$ cat src/rtl/id_stage_if.sv
// Signal bundle between IF/ID, WB, the hazard unit and the ID/EX register
// for the decode stage. The stage itself uses the slave modport; whatever
// feeds it (pipeline registers or a testbench) uses the master modport.
interface id_stage_if;
  // Inputs to the decode stage
  logic [31:0] pc_in;
  logic [31:0] instruction;
  logic [3:0]  status_reg;
  logic        hazard;
  logic        wb_wb_en;
  logic [3:0]  wb_dest;
  logic [31:0] wb_value;
  // Outputs towards ID/EX and the hazard unit
  logic [31:0] pc;
  logic        wb_en;
  logic        mem_read;
  logic        mem_write;
  logic        b;
  logic        status;
  logic [3:0]  alu_command;
  logic [31:0] val_rn;
  logic [31:0] val_rm;
  logic [11:0] shift_operand;
  logic        imm;
  logic [23:0] signed_imm;
  logic [3:0]  dest;
  logic [3:0]  status_reg_data;
  logic [3:0]  src1;
  logic [3:0]  src2;
  logic        two_src;

  modport master (
    output pc_in, instruction, status_reg, hazard, wb_wb_en, wb_dest, wb_value,
    input  pc, wb_en, mem_read, mem_write, b, status, alu_command, val_rn,
           val_rm, shift_operand, imm, signed_imm, dest, status_reg_data,
           src1, src2, two_src
  );

  modport slave (
    input  pc_in, instruction, status_reg, hazard, wb_wb_en, wb_dest, wb_value,
    output pc, wb_en, mem_read, mem_write, b, status, alu_command, val_rn,
           val_rm, shift_operand, imm, signed_imm, dest, status_reg_data,
           src1, src2, two_src
  );
endinterface

$ cat src/rtl/id_stage.sv
// Instruction-decode stage: register file R0-R14 with write-back bypass,
// control decode, condition evaluation against NZCV and hazard bubbling.
// Everything except the register file itself is combinational; ID/EX
// samples the outputs on the next rising edge.
module id_stage (
  input  logic       clk,
  input  logic       rst,
  id_stage_if.slave  bus
);

  // Condition field evaluation; flags are {N,Z,C,V}.
  function automatic logic cond_pass(input logic [3:0] cond, input logic [3:0] nzcv);
    logic n, z, c, v;
    logic res;
    n = nzcv[3];
    z = nzcv[2];
    c = nzcv[1];
    v = nzcv[0];
    case (cond)
      4'b0000: res = z;
      4'b0001: res = ~z;
      4'b0010: res = c;
      4'b0011: res = ~c;
      4'b0100: res = n;
      4'b0101: res = ~n;
      4'b0110: res = v;
      4'b0111: res = ~v;
      4'b1000: res = c & ~z;
      4'b1001: res = ~c | z;
      4'b1010: res = (n == v);
      4'b1011: res = (n != v);
      4'b1100: res = ~z & (n == v);
      4'b1101: res = z | (n != v);
      4'b1110: res = 1'b1;
      4'b1111: res = 1'b0;
      default: res = 1'b0;
    endcase
    return res;
  endfunction

  logic [31:0] regs_r [0:14];

  logic [3:0]  alu_s;
  logic        wb_raw_s;
  logic        mem_read_raw_s;
  logic        mem_write_raw_s;
  logic        b_raw_s;
  logic        status_raw_s;
  logic        pass_s;
  logic [3:0]  src1_s;
  logic [3:0]  src2_s;
  logic [31:0] val_rn_s;
  logic [31:0] val_rm_s;

  // Register file: async clear while rst is low, R15 writes are dropped.
  always_ff @(posedge clk or negedge rst) begin
    if (!rst) begin
      for (int i = 0; i < 15; i++) begin
        regs_r[i] <= 32'd0;
      end
    end else if (bus.wb_wb_en && (bus.wb_dest != 4'd15)) begin
      regs_r[bus.wb_dest] <= bus.wb_value;
    end
  end

  // Control decode by instruction class, before condition/hazard gating.
  always_comb begin
    alu_s           = 4'b0000;
    wb_raw_s        = 1'b0;
    mem_read_raw_s  = 1'b0;
    mem_write_raw_s = 1'b0;
    b_raw_s         = 1'b0;
    status_raw_s    = 1'b0;
    case (bus.instruction[27:26])
      2'b00: begin
        status_raw_s = bus.instruction[20];
        case (bus.instruction[24:21])
          4'b1101: begin alu_s = 4'b0001; wb_raw_s = 1'b1; end
          4'b1111: begin alu_s = 4'b1001; wb_raw_s = 1'b1; end
          4'b0100: begin alu_s = 4'b0010; wb_raw_s = 1'b1; end
          4'b0101: begin alu_s = 4'b0011; wb_raw_s = 1'b1; end
          4'b0010: begin alu_s = 4'b0100; wb_raw_s = 1'b1; end
          4'b0110: begin alu_s = 4'b0101; wb_raw_s = 1'b1; end
          4'b0000: begin alu_s = 4'b0110; wb_raw_s = 1'b1; end
          4'b1100: begin alu_s = 4'b0111; wb_raw_s = 1'b1; end
          4'b0001: begin alu_s = 4'b1000; wb_raw_s = 1'b1; end
          4'b1010: begin alu_s = 4'b0100; wb_raw_s = 1'b0; end
          4'b1000: begin alu_s = 4'b0110; wb_raw_s = 1'b0; end
          default: begin alu_s = 4'b0000; wb_raw_s = 1'b0; end
        endcase
      end
      2'b01: begin
        alu_s = 4'b0010;
        if (bus.instruction[20]) begin
          mem_read_raw_s = 1'b1;
          wb_raw_s       = 1'b1;
        end else begin
          mem_write_raw_s = 1'b1;
        end
      end
      2'b10: begin
        b_raw_s = 1'b1;
      end
      default: begin
        alu_s = 4'b0000;
      end
    endcase
  end

  // Source indices; STR reads its store data from the Rd field.
  always_comb begin
    src1_s = bus.instruction[19:16];
    if (mem_write_raw_s) begin
      src2_s = bus.instruction[15:12];
    end else begin
      src2_s = bus.instruction[3:0];
    end
  end

  // Read port Rn: R15 is the PC, otherwise a same-cycle write-back wins.
  always_comb begin
    if (src1_s == 4'd15) begin
      val_rn_s = bus.pc_in;
    end else if (rst && bus.wb_wb_en && (bus.wb_dest == src1_s)) begin
      val_rn_s = bus.wb_value;
    end else begin
      val_rn_s = regs_r[src1_s];
    end
  end

  // Read port Rm: same rules as Rn.
  always_comb begin
    if (src2_s == 4'd15) begin
      val_rm_s = bus.pc_in;
    end else if (rst && bus.wb_wb_en && (bus.wb_dest == src2_s)) begin
      val_rm_s = bus.wb_value;
    end else begin
      val_rm_s = regs_r[src2_s];
    end
  end

  // A failed condition and a hazard stall collapse into the same bubble.
  always_comb begin
    pass_s = cond_pass(bus.instruction[31:28], bus.status_reg) & ~bus.hazard;
  end

  assign bus.wb_en           = wb_raw_s & pass_s;
  assign bus.mem_read        = mem_read_raw_s & pass_s;
  assign bus.mem_write       = mem_write_raw_s & pass_s;
  assign bus.b               = b_raw_s & pass_s;
  assign bus.status          = status_raw_s & pass_s;
  assign bus.alu_command     = alu_s;
  assign bus.pc              = bus.pc_in;
  assign bus.val_rn          = val_rn_s;
  assign bus.val_rm          = val_rm_s;
  assign bus.shift_operand   = bus.instruction[11:0];
  assign bus.imm             = bus.instruction[25];
  assign bus.signed_imm      = bus.instruction[23:0];
  assign bus.dest            = bus.instruction[15:12];
  assign bus.status_reg_data = bus.status_reg;
  assign bus.src1            = src1_s;
  assign bus.src2            = src2_s;
  assign bus.two_src         = ~bus.instruction[25] | mem_write_raw_s;

endmodule

$ cat src/flat_wrapper.sv
// flat-port wrapper written by rule: the top's interface ports become plain ports
module id_stage_flat 
  (clk, rst, bus_pc_in, bus_instruction, bus_status_reg, bus_hazard, bus_wb_wb_en, bus_wb_dest, bus_wb_value, bus_pc, bus_wb_en, bus_mem_read, bus_mem_write, bus_b, bus_status, bus_alu_command, bus_val_rn, bus_val_rm, bus_shift_operand, bus_imm, bus_signed_imm, bus_dest, bus_status_reg_data, bus_src1, bus_src2, bus_two_src);
  id_stage_if bus_i ();
  input  logic clk;
  input  logic rst;
  input wire logic [$bits(bus_i.pc_in)-1:0] bus_pc_in;
  input wire logic [$bits(bus_i.instruction)-1:0] bus_instruction;
  input wire logic [$bits(bus_i.status_reg)-1:0] bus_status_reg;
  input wire logic [$bits(bus_i.hazard)-1:0] bus_hazard;
  input wire logic [$bits(bus_i.wb_wb_en)-1:0] bus_wb_wb_en;
  input wire logic [$bits(bus_i.wb_dest)-1:0] bus_wb_dest;
  input wire logic [$bits(bus_i.wb_value)-1:0] bus_wb_value;
  output wire logic [$bits(bus_i.pc)-1:0] bus_pc;
  output wire logic [$bits(bus_i.wb_en)-1:0] bus_wb_en;
  output wire logic [$bits(bus_i.mem_read)-1:0] bus_mem_read;
  output wire logic [$bits(bus_i.mem_write)-1:0] bus_mem_write;
  output wire logic [$bits(bus_i.b)-1:0] bus_b;
  output wire logic [$bits(bus_i.status)-1:0] bus_status;
  output wire logic [$bits(bus_i.alu_command)-1:0] bus_alu_command;
  output wire logic [$bits(bus_i.val_rn)-1:0] bus_val_rn;
  output wire logic [$bits(bus_i.val_rm)-1:0] bus_val_rm;
  output wire logic [$bits(bus_i.shift_operand)-1:0] bus_shift_operand;
  output wire logic [$bits(bus_i.imm)-1:0] bus_imm;
  output wire logic [$bits(bus_i.signed_imm)-1:0] bus_signed_imm;
  output wire logic [$bits(bus_i.dest)-1:0] bus_dest;
  output wire logic [$bits(bus_i.status_reg_data)-1:0] bus_status_reg_data;
  output wire logic [$bits(bus_i.src1)-1:0] bus_src1;
  output wire logic [$bits(bus_i.src2)-1:0] bus_src2;
  output wire logic [$bits(bus_i.two_src)-1:0] bus_two_src;
  assign bus_i.pc_in = bus_pc_in;
  assign bus_i.instruction = bus_instruction;
  assign bus_i.status_reg = bus_status_reg;
  assign bus_i.hazard = bus_hazard;
  assign bus_i.wb_wb_en = bus_wb_wb_en;
  assign bus_i.wb_dest = bus_wb_dest;
  assign bus_i.wb_value = bus_wb_value;
  assign bus_pc = bus_i.pc;
  assign bus_wb_en = bus_i.wb_en;
  assign bus_mem_read = bus_i.mem_read;
  assign bus_mem_write = bus_i.mem_write;
  assign bus_b = bus_i.b;
  assign bus_status = bus_i.status;
  assign bus_alu_command = bus_i.alu_command;
  assign bus_val_rn = bus_i.val_rn;
  assign bus_val_rm = bus_i.val_rm;
  assign bus_shift_operand = bus_i.shift_operand;
  assign bus_imm = bus_i.imm;
  assign bus_signed_imm = bus_i.signed_imm;
  assign bus_dest = bus_i.dest;
  assign bus_status_reg_data = bus_i.status_reg_data;
  assign bus_src1 = bus_i.src1;
  assign bus_src2 = bus_i.src2;
  assign bus_two_src = bus_i.two_src;
  id_stage u_core (.clk(clk), .rst(rst), .bus(bus_i));
endmodule
$ cat config.mk
export PLATFORM = sky130hd
export DESIGN_NAME = id_stage_flat
export DESIGN_NICKNAME = d
export VERILOG_FILES = /design/src/rtl/id_stage_if.sv /design/src/rtl/id_stage.sv /design/src/flat_wrapper.sv
export SDC_FILE = /design/constraint.sdc
export NUM_CORES = 1
export LEC_CHECK = 0
export BUFFER_PORTS_ARGS = -buffer_cell sky130_fd_sc_hd__clkbuf_2
export CORE_ASPECT_RATIO = 1.25
export CORE_MARGIN = 2
export CORE_UTILIZATION = 35
export CTS_CLUSTER_SIZE = 8
export DETAILED_ROUTE_END_ITERATION = 12
export SLEW_MARGIN = 0
export SYNTH_ARGS = -nofsm -noshare
export SYNTH_HDL_FRONTEND = slang
export SYNTH_SLANG_ARGS = --single-unit
export TNS_END_PERCENT = 5
$ cat constraint.sdc
create_clock -name clk -period 2.5 [get_ports clk]
set_input_delay 0.125 -clock clk [delete_from_list [all_inputs] [get_ports clk]]
set_output_delay 0.125 -clock clk [all_outputs]
set_load 0.05 [all_outputs]
Word level (Yosys, flattened, before mapping)

Memory sizes are Yosys's and may differ from the RTL's.
Cells that the tools add are included.

Bits in registers: 480
Memory bits (read-only): 80
Input port bits: 108
Output and inout port bits: 159
Word-level logic and storage cells: 94
Memories kept: 1

$lt $le $gt $ge: 4
Equality and inequality tests: 24
Multiplexer cells: 23
Bitwise logic cells: 20
Reductions and logical operators: 7

Memory list:

| name            | depth | bits a word | read ports | clocked after memory_dff | write ports | RTL line       | text |
|---|---|---|---|---|---|---|---|
| (no name shown) | 16    | 5           | 1          | 0                        | 0           | id_stage.sv:77 | `case (bus.instruction[24:21])` |

Operators with widths:

| kind                                                                          | number |
|---|---|
| 480-bit bitwise mux                                                           | 1 |
| 32-bit two-way mux                                                            | 9 |
| 32-bit binary-select mux with 4-bit select                                    | 2 |
| 32-bit demux with 4-bit select                                                | 1 |
| 4-bit == test (second input constant)                                         | 10 |
| 4-bit by 3-bit == test with 1-bit output (second input constant)              | 4 |
| 1-bit case mux with 16 select lines                                           | 1 |
| 5-bit >= comparator (second input constant)                                   | 3 |
| 4-bit NOT with 5-bit output                                                   | 3 |
| 1-bit AND                                                                     | 8 |
| 4-bit by 2-bit == test with 1-bit output (second input constant)              | 2 |
| 4-bit == test                                                                 | 2 |
| 4-bit case mux with 2 select lines                                            | 1 |
| 1-bit two-way mux                                                             | 6 |
| 1-bit NOT                                                                     | 6 |
| 1-bit logical AND                                                             | 5 |
| 5-bit by 1-bit less-than comparator with 1-bit output (second input constant) | 1 |
| 4-bit by 1-bit == test with 1-bit output (second input constant)              | 1 |
| 4-bit logical NOT                                                             | 1 |
| 4-bit two-way mux                                                             | 1 |
| 4-bit inequality test (second input constant)                                 | 1 |
| 1-bit OR                                                                      | 3 |
| 2-bit by 1-bit == test with 1-bit output (second input constant)              | 1 |
| 2-bit == test (second input constant)                                         | 1 |
| other kinds (4)                                                               | 4 |

Depth between registers and ports, before layout

Gate-level depths: netlist of the first run.

Word-level depth: 9
Depth in mapped cells: 11
Mapped depth without buffers: 7

Worst setup path after synthesis of the first run

Ideal clock, no wire load.

Path type: input -> output
Start point: input bus_instruction[27]
End point: output bus_val_rm[13]
Arrival time: 3.073 ns
Required time: 2.375 ns
Setup slack: -0.698 ns
Cell stages on the path: 8
Path buffers: 2
Cells stage by stage: buf_2 > nor3b_1 > mux2i_1 > inv_1 > nor2_1 > clkbuf_1 > a211oi_1 > a31oi_1

Cells in the longest elaborated chain, start to end: 9
Elaborated cells on any way between the ends: 12
Classes of those cells: 3 x eq/ne; 7 x mux; 1 x bitwise; 1 x reduce/logical

Ends and longest elaborated chain:

| what                                                  | RTL line           | text |
|---|---|---|
| start, declared                                       | flat_wrapper.sv:8  | `input wire logic [$bits(bus_i.instruction)-1:0] bus_instruction;` |
| 2-bit by 1-bit == test with 1-bit output (*)          | id_stage.sv:74     | `case (bus.instruction[27:26])` |
| 1-bit two-way mux (*)                                 | id_stage.sv:74     |  |
| 4-bit two-way mux (*)                                 | id_stage.sv:113    | `if (mem_write_raw_s) begin` |
| via bus_src2[3]                                       | flat_wrapper.sv:29 | `output wire logic [$bits(bus_i.src2)-1:0] bus_src2;` |
| 4-bit NOT with 5-bit output (not written as such)     | id_stage.sv:138    | `val_rm_s = regs_r[src2_s];` |
| 32-bit binary-select mux with 4-bit select            | id_stage.sv:138    |  |
| 32-bit two-way mux (not written as such) (2 in a row) | id_stage.sv:138    |  |
| 32-bit two-way mux                                    | id_stage.sv:135    | `end else if (rst && bus.wb_wb_en && (bus.wb_dest == src2_s)) begin` |
| 32-bit two-way mux (*)                                | id_stage.sv:133    | `if (src2_s == 4'd15) begin` |
| end, declared                                         | flat_wrapper.sv:22 | `output wire logic [$bits(bus_i.val_rm)-1:0] bus_val_rm;` |

The timed path passes the listed nets; every way through them passes the cells marked *. The select of a mux whose other input is x is not followed.

Worst setup path in the final report of the first run

Start point: register u_core.regs_r[293] (netlist name)
End point: output bus_val_rm[5]

Cells in the longest elaborated chain, start to end: 5

Ends and longest elaborated chain:

| what                                                  | RTL line        | text |
|---|---|---|
| start, declared                                       | id_stage.sv:41  | `logic [31:0] regs_r [0:14];` |
| start signal, assigned by index                       | id_stage.sv:62  | `regs_r[bus.wb_dest] <= bus.wb_value;` |
| 32-bit binary-select mux with 4-bit select            | id_stage.sv:138 |  |
| 32-bit two-way mux (not written as such) (2 in a row) | id_stage.sv:138 |  |
| 32-bit two-way mux                                    | id_stage.sv:135 |  |
| 32-bit two-way mux                                    | id_stage.sv:133 |  |

Every way passes these cells. The select of a mux whose other input is x is not followed.

==> impl_results.md, run 1 <==
- Vias per inst: 6.016
- Number of synthesized flops with an enable pin: 0
- Hold crit path type: in2reg
- Worst Path Arrival: roughly 2600 ps
- Layout fillers: 7439
- Average routed wire per standard cell: ~27 um
- R2R Path Start: u_core.regs_r[478]$_DFFE_PN0P_
- CTS tree: yes
- Peak supply drop: 0.0004191 V
- Failing checks: negative setup slack
- Cell taking the most area after synthesis: dfrtp_1
- Synth Area per Inst: about 12 um^2
- CP Cell Sequence: mux4_2 -> mux2i_2 -> a221oi_2 -> a2111oi_4 -> a211oi_2 -> clkbuf_16
- Top flop regs: u_core.regs_r (480)
- Post-DRT Antenna Nets: 0
- Final design utilization: 0.4479
- Total CTS buffers: 69
- Net Count, Synth: 2510
- Wire length of the first global-routing pass: 153500 um
- Register name with the most flops: u_core.regs_r
- Fin. max-slew vios: 0
- Asr flop ratio synth: 1.000
- Storage element area: 12010 um^2
- PwrDens: 796.8 nW/um^2
- Total GRT Usage: 0.2402
- Gate Count Post-Synth: 2397
- PortBufs: 242
- Place WS: -1012 ps
- Maximum clock frequency: 0.3697 GHz
- CP Launch Point: u_core.regs_r[293]$_DFFE_PN0P_
- Ports: 267
- #FFs+latches synth: 480
- Outcome: complete, but fails checks
- Max layer used: met4
- Post-synthesis sequential area ratio: 0.4157
- Leakage: 15.52 nW
- Clock Skew: 0 ps
- Htree depth: 3
- R2R setup slack: around 1600 ps
- Ys flop type: dfrtp_1
- First-pass DRT Iterations: 5
- Worst slew margin: 0.2572
- Starting density of the core: 0.3537
- Core Box Area: 81690 um^2
- Synth Cell Area: 28900 um^2
- Remaining DRCs: 0
- Worst hold slack: 52.53 ps
- Clock Pin Slew Worst Setup and Hold Paths: approximately 50 ps
- Worst Setup Start Kind: flip-flop
- Initial DRC Count: 1677
- CP Capture Type: output pin
- Worst path bufs/invs: 1
- CTS Sinks: between 400 and 500
- Fin nets: approximately 2.8k
- Min-delay src: bus_wb_value[12]
- Met1 WL: 40760 um
- RSZ-0062 raised after global routing: true
- CP delay by family, top: multiplexers
- Chip Height: 325.2 um
- Fin crit period: 2705 ps
- Share of layout cells above drive strength 1: 0.5133
- Max_cap viols: 0
- Clk_lat worst skew: 600 ps
- Multi-input logic area: 16430 um^2
- Setup Viol. Count Final: 57
- CP max-delay cell: mux4_2
- CP max stage delay: ~480 ps
- Warning count from the yosys run: 0
- Largest register FFs: 480
- Grt ovf: 0
- Crit Path Max Fanout: 4
- Final Hold Vio Count: 0
- Row count: 117
- Placer Congestion: 0.8685
- Met3 WL: approximately 6300 um
- Die Area: 84890 um^2
- CP Data Required Time: 2380 ps
- Vias: roughly 22k
- CTS max path bufs: 3
- Root buffer cell: clkbuf_16
- Vias in the first global route: roughly 24k
- Fin crit share: 1.082
- Die Wd: 261.0 um
- Final WL: around 100000 um
- Met2 WL post-DR: 51140 um
- Design Area, Final: about 37000 um^2
- Detail Placement HPWL: 68320 um
- Largest cells by area after synthesis: dfrtp_1, mux2_2, mux4_2
- Inserted Diodes: 0
- Worst slew pin tran: 1114 ps
- CP Class: reg2out
- Final setup margin: -205.1 ps
- Post-synth cell types: roughly 60
- Initial antenna violation count: 0
- Area grow syn2layout: 26.63%
- Placed Area: 33640 um^2
- Share of the synthesized area in the top cell type: 0.4157
- Largest net degree at the start of global routing: 183
## logic make-up after synthesis
kind of cell,count (synthesis),share of synthesized area
flops,480,0.4157
compound gates,349,0.08180
fa+ha+maj,5,0.002165
xor+xnor,8,0.002425
simple gates,363,0.05828
mux,870,0.3847
buf+inv,322,0.05491
## metrics by stage
step                      power [mW]  cells  TNS, ps
after CTS                      29.14   3736    -8286
after floorplan                16.75   2397    -7352
after global placement         19.81   3651   -14180
final                          29.16   3736    -6898
after detailed placement       20.20   3651   -15040
after global routing           30.35   3736   -10810
## path summary, 6_finish.rpt
check,endpoint,depth (start not counted)
worst max-delay path,bus_val_rm[5],6
worst min-delay path,u_core.regs_r[44]$_DFFE_PN0P_,2
worst max register to register,u_core.regs_r[478]$_DFFE_PN0P_,2
worst min register to register,u_core.regs_r[260]$_DFFE_PN0P_,1
max in group asynchronous,u_core.regs_r[328]$_DFFE_PN0P_,4
min in group asynchronous,u_core.regs_r[33]$_DFFE_PN0P_,3
## metal layers
metal / global-route usage / up-vias
met3: 0.03966 / 227
li1: - / 9413
met4: 0.1117 / 0
met1: 0.2997 / 11857
met5: 0 / -
met2: 0.4047 / 978
## cell usage after synthesis (45+ instances only)
| cell type | count |
|---|---|
| nand2_1 | 132 |
| nand3_1 | 61 |
| o22ai_1 | 63 |
| a21oi_1 | 108 |
| buf_2 | 47 |
| clkbuf_1 | 155 |
| dfrtp_1 | 480 |
| a211oi_1 | 45 |
| mux4_2 | 144 |
| mux2_2 | 479 |
| nor2_1 | 69 |
| buf_4 | 83 |
| mux2i_1 | 244 |
## what timing repair did
action	in CTS	in global routing
endpoints found under the setup margin	63	64
cloned	1	0
pin swaps	57	26
buffers inserted	5	3
hold buffers	3	0
endpoints found under the hold margin	89	0
gates resized for setup	136	52
## power by group
part	switching, mW	internal (mW)	total (mW)
registers	1.57	9.61	11.2
clock network	3.37	5.05	8.42
logic	4.56	5.00	9.56
total	9.50	19.7	29.2
## layout by cell type, fill, tap and decap left out, types with 29 or more instances in the layout
master,synthesis,final
a211oi_2,14,35
a21oi_1,108,91
buf_12,0,107
buf_4,83,187
clkbuf_16,0,74
clkbuf_2,0,173
dfrtp_1,480,480
mux2_2,479,479
mux2i_1,244,229
mux4_2,144,144
nand2_1,132,130
nand3_1,61,61
nor2_1,69,60
nor3_1,35,29
o21ai_0,35,34
o22ai_1,63,51
## final cells by class
type,instances,area share
timing repair buffer,502,0.1339
clock buffer,72,0.04924
clock inverter,4,0.001163
tap,1071,0.03662
inverter,12,0.001676
sequential,480,0.3283
multi-input combinational,1595,0.4492
Power figures use the tool's default switching activity.
==> run 2, diff against run 1 <==
--- a/config.mk
+++ b/config.mk
@@ -11,6 +11,8 @@
 export CORE_UTILIZATION = 35
 export CTS_CLUSTER_SIZE = 8
 export DETAILED_ROUTE_END_ITERATION = 12
+export PLACE_DENSITY_LB_ADDON = 0.3
+export SKIP_CTS_REPAIR_TIMING = 1
 export SLEW_MARGIN = 0
 export SYNTH_ARGS = -nofsm -noshare
 export SYNTH_HDL_FRONTEND = slang
==> run 2 against run 1 <==
Against the previous run:
- the flow still finishes with violations (negative setup slack)
- critical path depth is 5 higher
- die area stayed put
- clock power increased by 0.5%
- setup slack worse by 45 ps
- count of clock-buffer cells in the layout stayed put
- sequential power barely moved
- via count increased by 0.18%
- critical path type is now in2out
==> impl_results.md, run 2 (synthesized netlist as in run 1, its figures left out) <==
- Top flop regs: u_core.regs_r (480)
- Final Hold Vio Count: 0
- Register name with the most flops: u_core.regs_r
- Worst hold slack: ~32 ps
- Wire length of the first global-routing pass: 150700 um
- Final setup margin: -250.2 ps
- Worst Hold Path Cells: 2
- Worst reg-to-reg path cell count: 2
- Die Area: around 85000 um^2
- Sequential power share: 0.384
- CP Class: in2out
- Root buffer cell: clkbuf_16
- Fin crit period: 2750 ps
- Worst slew margin: 0.2621
- Fin crit share: 1.100
- Worst Setup Start Kind: input pin
- Clock power frac: 0.291
- Comb power frac: 0.324
- PwrDens: ~790 nW/um^2
- Final WL: 102600 um
- P_int: 19.59 mW
- NetSw: 9.431 mW
- Leakage: 15.57 nW
- Multi-input logic area: 16250 um^2
- Die Wd: 261.0 um
- Post-DRT Antenna Nets: 0
- Peak supply drop: 0.0004346 V
- Fin nets: 2797
- Grt ovf: 0
- Layout fillers: between 7k and 8k
- Storage element area: roughly 12000 um^2
- CP max stage delay: 500 ps
- Outcome: complete, but fails checks
- CTS max path bufs: 3
- R2R setup slack: 1570 ps
- Hold crit path type: in2reg
- Max_cap viols: 0
- Largest register FFs: 480
- Average routed wire per standard cell: 27.30 um
- Min-delay src: bus_wb_value[24]
- Ports: around 270
- Worst Path Arrival: 2630 ps
- Failing checks: negative setup slack
- Chip Height: 325.2 um
- Total CTS buffers: 69
- Vias in the first global route: around 23k
- Worst r2r dst: u_core.regs_r[246]$_DFFE_PN0P_
- Core Box Area: a little over 80000 um^2
- Worst slew pin tran: 1107 ps
- Setup Viol. Count Final: slightly above 60
- TNS Setup: -9445 ps
- CP Capture Type: output pin
- Starting density of the core: 0.3537
- Placed Cells: 3658
- Clock Pin Slew Worst Setup and Hold Paths: 50 ps
- Fin. max-slew vios: 0
- R2R Path Start: u_core.regs_r[246]$_DFFE_PN0P_
- Clk_lat worst skew: 600 ps
- Total GRT Usage: 0.2355
- Initial antenna violation count: 2
- RSZ-0062 raised after global routing: true
- Most frequent cells in the layout: mux2_2, dfrtp_1, mux2i_1
- Clock Skew: 0 ps
- Crit Path Max Fanout: 8
- Placer Congestion: around 0.84
- Inserted Diodes: 0
- Remaining DRCs: 0
- Vias: 22.52k
- Largest net degree at the start of global routing: between 150 and 200
- CP Data Required Time: approximately 2400 ps
- CP max-delay cell: or3b_4
- Sw frac: 0.3249
- Initial DRC Count: 1733
- CTS tree: yes
- Maximum clock frequency: 0.3636 GHz
- First-pass DRT Iterations: 7
- Vias per inst: 5.988
- Final design utilization: 0.4471
- Worst Hold Path EP: u_core.regs_r[56]$_DFFE_PN0P_
- CTS Sinks: 480
- Area grow syn2layout: 26.39%
- Share of layout cells above drive strength 1: 0.5147
- Detail Placement HPWL: ~67000 um
- Layout Cells excl Fill: 3760
- Htree depth: 3
- PortBufs: 242
- CP Cell Sequence: buf_6 -> or3b_4 -> a21oi_4 -> clkinv_8 -> buf_12 -> mux2i_1 -> a221oi_2 -> a2111oi_4 -> buf_4 -> a211oi_4 -> clkbuf_16
- Row count: 117
-- run 2: cell types whose count changed in the layout (fill, tap and decap cells not counted), sizes merged --
cell,delta
dlygate4sd3,-2
clkinv,+1
clkbuf,-4
buf,+29
-- run 2: critical path: cells and delay by family --
kind            cells  cell delay, ps
compound gates      4            1020
buf+inv             5             830
simple gates        1             500
mux                 1             130
-- run 2: power groups by stage --
stage               clock [mW]  combinational [mW]  sequential, mW
floorplan                    0                6.08            10.7
global placement             0                8.73            11.0
detailed placement           0                8.91            11.2
CTS                       8.59                8.96            11.1
global route              8.91                9.95            11.3
finish                    8.46                9.41            11.2
-- run 2: final cells by class --
class	instances	area share
Tap cell	1071	0.03669
Inverter	12	0.001576
Timing Repair inverter	1	0.0002398
Timing Repair Buffer	525	0.1372
Clock inverter	4	0.001165
Multi-Input combinational cell	1595	0.4449
Sequential cell	480	0.3289
Clock buffer	72	0.04933
-- run 2: metal layers --
layer  global-route usage  share of wire  routed length (um)  vias to the layer above
li1                     -              -                   -                     9506
met1               0.3011           0.40               41100                    11865
met2               0.3954           0.50               51160                      897
met3              0.03374          0.061                6276                      244
met4               0.1020          0.040                4097                        4
met5                    0        0.00015                  15                        -
-- run 2: stage by stage --
stage          cell area [um^2]  power [mW]  setup slack, ps
3_3_place_gp              33550       19.72           -542.8
2_1_floorplan             29110       16.75           -227.7
5_1_grt                   36520       30.22           -316.9
3_5_place_dp              33550       20.08           -582.1
4_1_cts                   35390       28.61           -601.5
6_report                  36520       29.03           -250.2
-- run 2: how the worst max path moves through the flow --
stage                                   start              to  slack, ps  cells past startpoint
final                     bus_instruction[20]  bus_val_rm[22]       -250                     11
after floorplan           bus_instruction[27]  bus_val_rm[19]       -230                      9
after detailed placement  bus_instruction[27]   bus_val_rm[5]       -580                      9
after global placement    bus_instruction[27]   bus_val_rm[2]       -540                      9
after CTS                 bus_instruction[27]   bus_val_rm[5]       -600                      9
after global routing      bus_instruction[20]  bus_val_rm[20]       -320                     12
